--- src/rtl/game_pkg.sv ---
// Shared game types: the top-level game state, the penalty-round controller
// states, and the helper that decides whether a penalty series is over.
package game_pkg;

  typedef enum logic [1:0] {
    START,
    KEEPER,
    WINNER,
    LOOSER
  } g_state;

  typedef enum logic [2:0] {
    IDLE,
    AIM,
    PAUSE,
    FINISH,
    HOLD
  } r_state;

  localparam int unsigned ROUNDS_DEF    = 5;
  localparam int unsigned WIN_GOALS_DEF = 3;

  // Over when all shots are taken or, with early_end, once the shooter has
  // already won or can no longer reach win_goals with the shots remaining.
  function automatic logic series_decided(
    input logic [3:0] shots_taken,
    input logic [2:0] goals,
    input logic [3:0] rounds,
    input logic [3:0] win_goals,
    input logic       early_end
  );
    logic [3:0] best_case;
    best_case = {1'b0, goals} + (rounds - shots_taken);
    return (shots_taken == rounds) ||
           (early_end && (({1'b0, goals} >= win_goals) || (best_case < win_goals)));
  endfunction

endpackage

--- src/rtl/penalty_round_ctrl.sv ---
// Referee for a solo penalty series: arms each shot window, counts shots and
// goals, paces the pause between shots and reports the series verdict.
module penalty_round_ctrl
  import game_pkg::*;
#(
  parameter int unsigned ROUNDS         = ROUNDS_DEF,
  parameter int unsigned WIN_GOALS      = WIN_GOALS_DEF,
  parameter int unsigned TIMEOUT_CYCLES = 325_000_000,
  parameter int unsigned PAUSE_CYCLES   = 65_000_000,
  parameter bit          EARLY_END      = 1'b1
) (
  input  logic       clk,
  input  logic       rst,
  input  g_state     game_state,
  input  logic       shot_valid,
  input  logic       shot_goal,
  output logic       shot_armed,
  output logic [2:0] score,
  output logic [3:0] round_counter,
  output logic       is_scored,
  output logic       round_done
);

  localparam int unsigned T_MAX = (TIMEOUT_CYCLES > PAUSE_CYCLES) ? TIMEOUT_CYCLES : PAUSE_CYCLES;
  localparam int          TW    = (T_MAX > 1) ? $clog2(T_MAX) : 1;

  localparam logic [TW-1:0] T_SHOT_LAST  = TW'(TIMEOUT_CYCLES - 1);
  localparam logic [TW-1:0] T_PAUSE_LAST = TW'(PAUSE_CYCLES - 1);
  localparam logic [3:0]    ROUNDS_W     = 4'(ROUNDS);
  localparam logic [3:0]    WIN_W        = 4'(WIN_GOALS);

  r_state        state, state_nxt;
  logic [TW-1:0] timer, timer_nxt;
  logic [2:0]    score_nxt;
  logic [3:0]    round_counter_nxt;
  logic          is_scored_nxt, round_done_nxt, shot_armed_nxt;
  logic          resolve, goal;

  // NOTE: every variable gets a default before the case so no path can infer a latch.
  always_comb begin
    state_nxt         = state;
    timer_nxt         = timer;
    score_nxt         = score;
    round_counter_nxt = round_counter;
    is_scored_nxt     = is_scored;
    round_done_nxt    = 1'b0;
    resolve           = 1'b0;
    goal              = 1'b0;

    case (state)
      IDLE: begin
        if (game_state == KEEPER) begin
          score_nxt         = '0;
          round_counter_nxt = '0;
          is_scored_nxt     = 1'b0;
          timer_nxt         = '0;
          state_nxt         = AIM;
        end
      end

      AIM: begin
        if (game_state != KEEPER) begin
          state_nxt = IDLE;
        end else begin
          // A real shot outranks the timeout when both land in the same cycle.
          if (shot_valid) begin
            resolve = 1'b1;
            goal    = shot_goal;
          end else if (timer == T_SHOT_LAST) begin
            resolve = 1'b1;
          end

          if (resolve) begin
            round_counter_nxt = round_counter + 4'd1;
            score_nxt         = (goal && score != 3'd7) ? score + 3'd1 : score;
            timer_nxt         = '0;
            if (series_decided(round_counter_nxt, score_nxt, ROUNDS_W, WIN_W, EARLY_END)) begin
              state_nxt      = FINISH;
              round_done_nxt = 1'b1;
              is_scored_nxt  = ({1'b0, score_nxt} >= WIN_W);
            end else begin
              state_nxt = PAUSE;
            end
          end else begin
            timer_nxt = timer + 1'b1;
          end
        end
      end

      PAUSE: begin
        if (game_state != KEEPER) begin
          state_nxt = IDLE;
        end else if (timer == T_PAUSE_LAST) begin
          timer_nxt = '0;
          state_nxt = AIM;
        end else begin
          timer_nxt = timer + 1'b1;
        end
      end

      FINISH: state_nxt = HOLD;

      HOLD: begin
        if (game_state != KEEPER) state_nxt = IDLE;
      end

      default: state_nxt = IDLE;
    endcase

    shot_armed_nxt = (state_nxt == AIM);
  end

  // NOTE: state and outputs update with non-blocking assignments so every
  // register samples the same pre-edge values.
  // NOTE: the asynchronous reset puts every output back to 0 at once, so an
  // interrupted series never reports a round_done.
  always_ff @(posedge clk or posedge rst) begin
    if (rst) begin
      state         <= IDLE;
      timer         <= '0;
      score         <= '0;
      round_counter <= '0;
      is_scored     <= 1'b0;
      round_done    <= 1'b0;
      shot_armed    <= 1'b0;
    end else begin
      state         <= state_nxt;
      timer         <= timer_nxt;
      score         <= score_nxt;
      round_counter <= round_counter_nxt;
      is_scored     <= is_scored_nxt;
      round_done    <= round_done_nxt;
      shot_armed    <= shot_armed_nxt;
    end
  end

endmodule

--- config.mk ---
export PLATFORM = sky130hd
export DESIGN_NAME = penalty_round_ctrl
export DESIGN_NICKNAME = d
export VERILOG_FILES = /design/src/rtl/game_pkg.sv /design/src/rtl/penalty_round_ctrl.sv
export SDC_FILE = /design/constraint.sdc
export NUM_CORES = 1
export LEC_CHECK = 0
export BUFFER_PORTS_ARGS = -buffer_cell sky130_fd_sc_hd__buf_2
export CORE_UTILIZATION = 40
export CTS_CLUSTER_DIAMETER = 120
export CTS_CLUSTER_SIZE = 10
export DETAILED_ROUTE_END_ITERATION = 8
export PLACE_DENSITY_LB_ADDON = 0.1
export SKIP_LAST_GASP = 1
export SYNTH_ARGS = -nofsm -noshare
export SYNTH_HDL_FRONTEND = slang
export SYNTH_SLANG_ARGS = --single-unit
--- constraint.sdc ---
create_clock -name clk -period 10.2 [get_ports clk]
set_input_delay 3.06 -clock clk [delete_from_list [all_inputs] [get_ports clk]]
set_output_delay 3.06 -clock clk [all_outputs]
set_load 0.05 [all_outputs]
## Word-level counts from Yosys, hierarchy flattened

Cells that the tools add are included.
W data, S select, Z words.

- Logic and storage cells: 78
- Input port bits: 6
- Bits in registers: 42

- Reductions and logical operators: 9
- Add/subtract/negate cells: 5
- Muxes and demuxes: 39
- Eq/ne operators: 16
- Magnitude comparators: 2

Operator list:

| operator | number |
|---|---|
| $mux W29 | 5 |
| $pmux W29 S3 | 1 |
| $mux W3 | 10 |
| $add A29 B1 Y29 const B | 1 |
| $eq A29 B26 Y1 const B | 1 |
| $eq A29 B29 Y1 const B | 1 |
| $mux W1 | 16 |
| $pmux W3 S5 | 1 |
| $mux W4 | 3 |
| $ne A2 B2 Y1 const B | 5 |
| $pmux W4 S2 | 1 |
| $reduce_and A4 Y1 | 2 |
| $eq A3 B1 Y1 const B | 2 |
| $eq A3 B2 Y1 const B | 2 |
| $pmux W3 S2 | 1 |
| $reduce_and A5 Y1 | 1 |
| $add A3 B4 Y4 | 1 |
| $add A4 B1 Y4 const B | 1 |
| $eq A4 B3 Y1 const B | 1 |
| $lt A4 B2 Y1 const B | 1 |
| $sub A3 B4 Y4 const A | 1 |
| $add A3 B1 Y3 const B | 1 |
| $eq A3 B3 Y1 const B | 1 |
| $ge A3 B2 Y1 const B | 1 |
| other kinds (9) | 10 |

## Logic depth before layout (Yosys ltp)

- Depth after elaboration: 14
- Mapped depth: 15
- Mapped depth without buffers: 15

## Least setup slack after synthesis

Ideal clock, no wire load.

- Path type: in2reg
- Start: input shot_goal
- End: register state[0]
- Setup time: 0.132 ns
- Buffers on the path: 0
- Arrival: 5.612 ns
- Slack: 4.456 ns
- Stages: 13
- Cell sequence: nand3b_1 mux2i_1 ha_1 inv_1 ha_1 inv_1 fa_1 xnor2_1 xnor2_1 xnor2_1 a2111oi_0 a21o_1 a21oi_1

- Longest elaborated chain between the ends: 13
- Elaborated cells on any way between the ends: 14
- Those cells by class: add/sub (1); order compare (2); mux (8); reduce/logical (3)

RTL lines:

| element | line | text |
|---|---|---|
| start: declaration | penalty_round_ctrl.sv:16 | `input logic shot_goal,` |
| $mux W1 (*) | penalty_round_ctrl.sv:66 | `if (shot_valid) begin` |
| $mux W1 (*) | penalty_round_ctrl.sv:62 | `if (game_state != KEEPER) begin` |
| $mux W1 (*) | penalty_round_ctrl.sv:50 | `case (state)` |
| $logic_and A1 B1 Y1 (*) | penalty_round_ctrl.sv:75 | `score_nxt = (goal && score != 3'd7) ? score + 3'd1 : score;` |
| $mux W3 (*) | penalty_round_ctrl.sv:75 |  |
| $add A3 B4 Y4 | game_pkg.sv:33 | `best_case = {1'b0, goals} + (rounds - shots_taken);` |
| $lt A4 B2 Y1 | game_pkg.sv:35 | `(early_end && (({1'b0, goals} >= win_goals) \|\| (best_case < win_goals)));` |
| $logic_or A1 B1 Y1 (*) | game_pkg.sv:35 |  |
| $logic_or A1 B1 Y1 (*) | game_pkg.sv:34 | `return (shots_taken == rounds) \|\|` |
| $mux W1 (*) | penalty_round_ctrl.sv:77 | `if (series_decided(round_counter_nxt, score_nxt, ROUNDS_W, WIN_W, EARLY_END)) begin` |
| $mux W3 (*) | penalty_round_ctrl.sv:73 | `if (resolve) begin` |
| $mux W3 (*) | penalty_round_ctrl.sv:62 |  |
| $pmux W3 S5 (*) | penalty_round_ctrl.sv:50 |  |
| named net state_nxt[0] | penalty_round_ctrl.sv:32 | `r_state state, state_nxt;` |
| end signal: assignment | penalty_round_ctrl.sv:127 | `state <= state_nxt;` |
| end: declaration | penalty_round_ctrl.sv:32 |  |

The timed path passes the listed nets; every way through them passes the cells marked *. The select of a mux whose other input is x is not followed.
A chain may end at the register's enable or synchronous reset.

## Worst setup path in the final report

- Start: input shot_valid
- End: register state[0]

- Longest elaborated chain between the ends: 13
- Elaborated cells on any way between the ends: 17
- Those cells by class: add/sub (1); order compare (2); mux (11); reduce/logical (3)

RTL lines:

| element | line | text |
|---|---|---|
| start: declaration | penalty_round_ctrl.sv:15 | `input logic shot_valid,` |
| $mux W1 | penalty_round_ctrl.sv:66 |  |
| $mux W1 | penalty_round_ctrl.sv:62 |  |
| $mux W1 | penalty_round_ctrl.sv:50 |  |
| $logic_and A1 B1 Y1 | penalty_round_ctrl.sv:75 |  |
| $mux W3 | penalty_round_ctrl.sv:75 |  |
| $add A3 B4 Y4 | game_pkg.sv:33 |  |
| $lt A4 B2 Y1 | game_pkg.sv:35 |  |
| $logic_or A1 B1 Y1 | game_pkg.sv:35 |  |
| $logic_or A1 B1 Y1 | game_pkg.sv:34 |  |
| $mux W1 | penalty_round_ctrl.sv:77 |  |
| $mux W3 (*) | penalty_round_ctrl.sv:73 |  |
| $mux W3 (*) | penalty_round_ctrl.sv:62 |  |
| $pmux W3 S5 (*) | penalty_round_ctrl.sv:50 |  |
| named net state_nxt[0] | penalty_round_ctrl.sv:32 |  |

Marks and branches as above.

==> results.sh <==
export IMPL_post_place_cells=373
export IMPL_synthesis_instances=291
export IMPL_post_cts_hold_buffer_count=0
export IMPL_clock_path_buffers=2
export IMPL_rsz0062_at_grt="false"
export IMPL_synth_area_um2=2654
export IMPL_fin_skew_ns=0.006578
export IMPL_crit_reg2reg_capture="state[0]$_DFF_PP0_"
export IMPL_share_seq_of_total_power_pct=46.9
export IMPL_area_delta_synth_final_pct=10.33
export IMPL_die_height_um=83.45
export IMPL_dpl_hpwl_mm=4.271
export IMPL_first_global_vias=2056
export IMPL_post_synth_top_count_cell="sky130_fd_sc_hd__dfrtp_1"
export IMPL_final_core_util_pct=45.85
export IMPL_final_max_slew_violation_count=0
export IMPL_synth_cell_types=54
export IMPL_max_slew_worst_pin_slew_ns=0.9322
export IMPL_clkSinkCount=42
export IMPL_post_synth_top_area_fraction_pct=39.60
export IMPL_min_to="is_scored$_DFFE_PP0P_"
export IMPL_power_leakage_nw=1.259
export IMPL_critical_path_most_common_cell="sky130_fd_sc_hd__xnor2_1"
export IMPL_worst_slew_margin_rel_pct=37.85
export IMPL_cts_buffers_inserted=5
export IMPL_cell_at_the_root_of_the_clock_tree="sky130_fd_sc_hd__clkbuf_8"
export IMPL_timing_final_crit_share_pct=57.32
export IMPL_final_layout_size_suffix_gt1_share_pct=12.17
export IMPL_worst_r2r_startpoint="score[0]$_DFFE_PP0P_"
export IMPL_synth_seq_area_share_pct=39.60
export IMPL_coreArea_um2=6386
export IMPL_critical_path_arrival_ns=6.02
export IMPL_worst_hold_path_type="reg -> reg"
export IMPL_drt_pass1_iterations=4
export IMPL_timing_hold_worst_path_depth=2
export IMPL_mappedNetlistNets=307
export IMPL_reg2reg_slack_ns=6.29
export IMPL_number_of_cells_on_the_worst_reg_to_reg_path=15
export IMPL_final_antenna_net_count=0
export IMPL_grt_pass1_wl_mm=10.54
export IMPL_synthesis_area_per_instance_um2=9.120
export IMPL_cp_max_fo=7
export IMPL_overall_routed_net_length_mm=6.096
export IMPL_ioPinCount=16
export IMPL_placed_area_um2=2790
export IMPL_detailroute_via_count=2190
export IMPL_number_of_diodes_added_for_antenna_fixing=0
export IMPL_worstHoldStart="is_scored$_DFFE_PP0P_"
export IMPL_peakVddDrop_uv=80.34
export IMPL_synth_top_cells_by_count="sky130_fd_sc_hd__dfrtp_1 (42), sky130_fd_sc_hd__nand2_1 (32), sky130_fd_sc_hd__nor2_1 (26)"
export IMPL_multiInputGateArea_um2=1496
export IMPL_buffer_ports_inserted=15
export IMPL_ys_async_sr_fraction_pct=100.0
export IMPL_tns_ns=0
export IMPL_start_util_pct=41.56
export IMPL_wl_per_cell_um=16.00
export IMPL_layout_filler_cells=631
export IMPL_synth_warnings=0
export IMPL_fmaxAchievable_mhz=171.0
export IMPL_endpoint_kind="flop"
export IMPL_postLayoutCellArea_um2=2928
export IMPL_share_clk_of_total_power_pct=43.6
export IMPL_finalSetupViolations=0
export IMPL_drv_max_cap_violation_count=0
export IMPL_count_of_flip_flops_with_a_built_in_enable_after_synthesis=0
export IMPL_grt_total_usage_pct=19.01
export IMPL_drc=0
export IMPL_required_ns=10.37
export IMPL_seqCellArea_um2=1051
export IMPL_final_cells=381
export IMPL_power_combinational_fraction_pct=9.4
export IMPL_timing_critical_path_from_type="input port"
export IMPL_outcome="finished, final reports clean"
export IMPL_netlist_top_cell_by_area="sky130_fd_sc_hd__dfrtp_1"
export IMPL_design_die_area_um2=6964
export IMPL_timing_final_crit_period_ns=5.846
export IMPL_power_per_cell_area_nw_per_um2=125.2
export IMPL_cts_htree_levels=2
export IMPL_drtIter0Drc=117
export IMPL_clkTransAtPathRegs_ns=0.09
export IMPL_grt_antenna_before_repair=0
export IMPL_gp_routability_congestion=0.7977
export IMPL_p_switching_mw=0.08999
export IMPL_postCtsSetupBuffers=0
export IMPL_synth_seq_cells=42
export IMPL_grt_remaining_overflow=0
export IMPL_worst_skew_pair_late_latency_ns=0.30
export IMPL_die_width_um=83.45
export IMPL_cts_resized=0
export IMPL_synthFlopType="sky130_fd_sc_hd__dfrtp_1"
export IMPL_placementRows=29
export IMPL_cp_slowest_cell="sky130_fd_sc_hd__a2111oi_0"
export IMPL_timing_critical_path_slowest_cell_delay_ns=0.75
export IMPL_power_switching_share_pct=24.55
export IMPL_crit_type="in -> reg"
export IMPL_power_internal_mw=0.2765
export IMPL_timing_final_hold_violations=0
export IMPL_post_synth_main_area_contributors="sky130_fd_sc_hd__dfrtp_1 (40%), sky130_fd_sc_hd__nand2_1 (4.5%), sky130_fd_sc_hd__ha_1 (4.2%), sky130_fd_sc_hd__nand3_1 (4.1%), sky130_fd_sc_hd__nor2_1 (3.7%)"
export IMPL_layout_nets=319
export IMPL_grt_start_max_net_pins=43
export IMPL_detail_route_vias_per_cell=5.748
export IMPL_cts_tree="yes"
export IMPL_crit_path_cell_trace="buf_2, nand3b_1, mux2i_1, ha_1, inv_1, ha_1, inv_1, fa_1, xnor2_1, xnor2_1, xnor2_1, a2111oi_0, a21o_1, a21oi_1"
-- layer usage --
metal  vias up  part of all wire [%]  global-route usage, %
li1       1079                     -                      -
met1      1053                    49                  27.36
met2        50                    45                  29.14
met3         8                   4.0                  3.363
met4         0                   1.9                  6.163
met5         -                     0                      0
-- metrics by stage --
step | setup WS (ns) | hold WS (ns) | power (mW)
2_1_floorplan | 4.456 | 0.4845 | 0.2000
3_3_place_gp | 4.148 | 0.5158 | 0.2098
3_5_place_dp | 4.017 | 0.5106 | 0.2102
4_1_cts | 4.335 | 0.5319 | 0.3722
5_1_grt | 4.056 | 0.5696 | 0.3825
6_report | 4.354 | 0.5451 | 0.3665
-- placed cells by master (no fill, tap or decap), types with 3 or more instances in the layout --
cell type / instances
sky130_fd_sc_hd__clkbuf_8: 5
sky130_fd_sc_hd__nor2_1: 26
sky130_fd_sc_hd__ha_1: 9
sky130_fd_sc_hd__nand4_1: 7
sky130_fd_sc_hd__nand2b_1: 6
sky130_fd_sc_hd__and3_1: 3
sky130_fd_sc_hd__a21oi_1: 10
sky130_fd_sc_hd__xnor2_1: 10
sky130_fd_sc_hd__o21ai_0: 14
sky130_fd_sc_hd__mux2i_1: 4
sky130_fd_sc_hd__xor2_1: 7
sky130_fd_sc_hd__o31ai_1: 5
sky130_fd_sc_hd__a22o_1: 3
sky130_fd_sc_hd__dfrtp_1: 42
sky130_fd_sc_hd__nand3_1: 22
sky130_fd_sc_hd__o31a_1: 3
sky130_fd_sc_hd__and4_1: 4
sky130_fd_sc_hd__inv_1: 14
sky130_fd_sc_hd__and2_1: 4
sky130_fd_sc_hd__nor3_1: 8
sky130_fd_sc_hd__buf_2: 15
sky130_fd_sc_hd__nand2_1: 32
-- cell families after synthesis --
family                   share of synthesized area, %
buffers and inverters                           4.007
flip-flops                                      39.60
multiplexers                                    1.509
XOR/XNOR                                        5.610
AND/OR/NAND/NOR                                 27.53
AO/OA/AOI/OAI                                   16.74
adder cells (fa/ha/maj)                         4.998
-- critical path, delay by kind of cell --
family                     cells  cell delay [ns]
muxes                          1             0.28
xor gates and xnor gates       3             0.43
and+or+nand+nor                1             0.26
AOI/OAI and AO/OA              3             1.02
buffers and inverters          3             0.21
adders and majority gates      3             0.76
-- layout make-up --
| cell class | instances | area share, % |
|---|---|---|
| Multi-Input combinational cell | 222 | 51.11 |
| Sequential cell | 42 | 35.90 |
| Tap cell | 77 | 3.291 |
| Timing Repair Buffer | 17 | 3.077 |
| Clock buffer | 5 | 2.350 |
| Clock inverter | 3 | 2.350 |
| Inverter | 15 | 1.923 |
-- power by group through the flow --
stage	registers [mW]	clock network [mW]	logic (mW)
4_1_cts	0.172	0.165	0.0351
3_5_place_dp	0.175	0	0.0349
3_3_place_gp	0.175	0	0.0345
2_1_floorplan	0.179	0	0.0209
5_1_grt	0.172	0.171	0.0387
6_report	0.172	0.160	0.0345
-- worst max-delay path by stage --
stage          startpoint            endpoint  slack [ns]  cells past startpoint
2_1_floorplan   shot_goal  state[0]$_DFF_PP0_        4.46                     13
3_5_place_dp   shot_valid  state[0]$_DFF_PP0_        4.02                     14
4_1_cts        shot_valid  state[0]$_DFF_PP0_        4.34                     14
5_1_grt        shot_valid  state[0]$_DFF_PP0_        4.06                     14
3_3_place_gp   shot_valid  state[0]$_DFF_PP0_        4.15                     14
6_report       shot_valid  state[0]$_DFF_PP0_        4.35                     14
-- state kept, by name (all words and copies together) (netlist names) --
name	flops
state	3
round_counter	4
shot_armed	1
is_scored	1
round_done	1
timer	29
score	3
(Power assumes the default switching activity.)
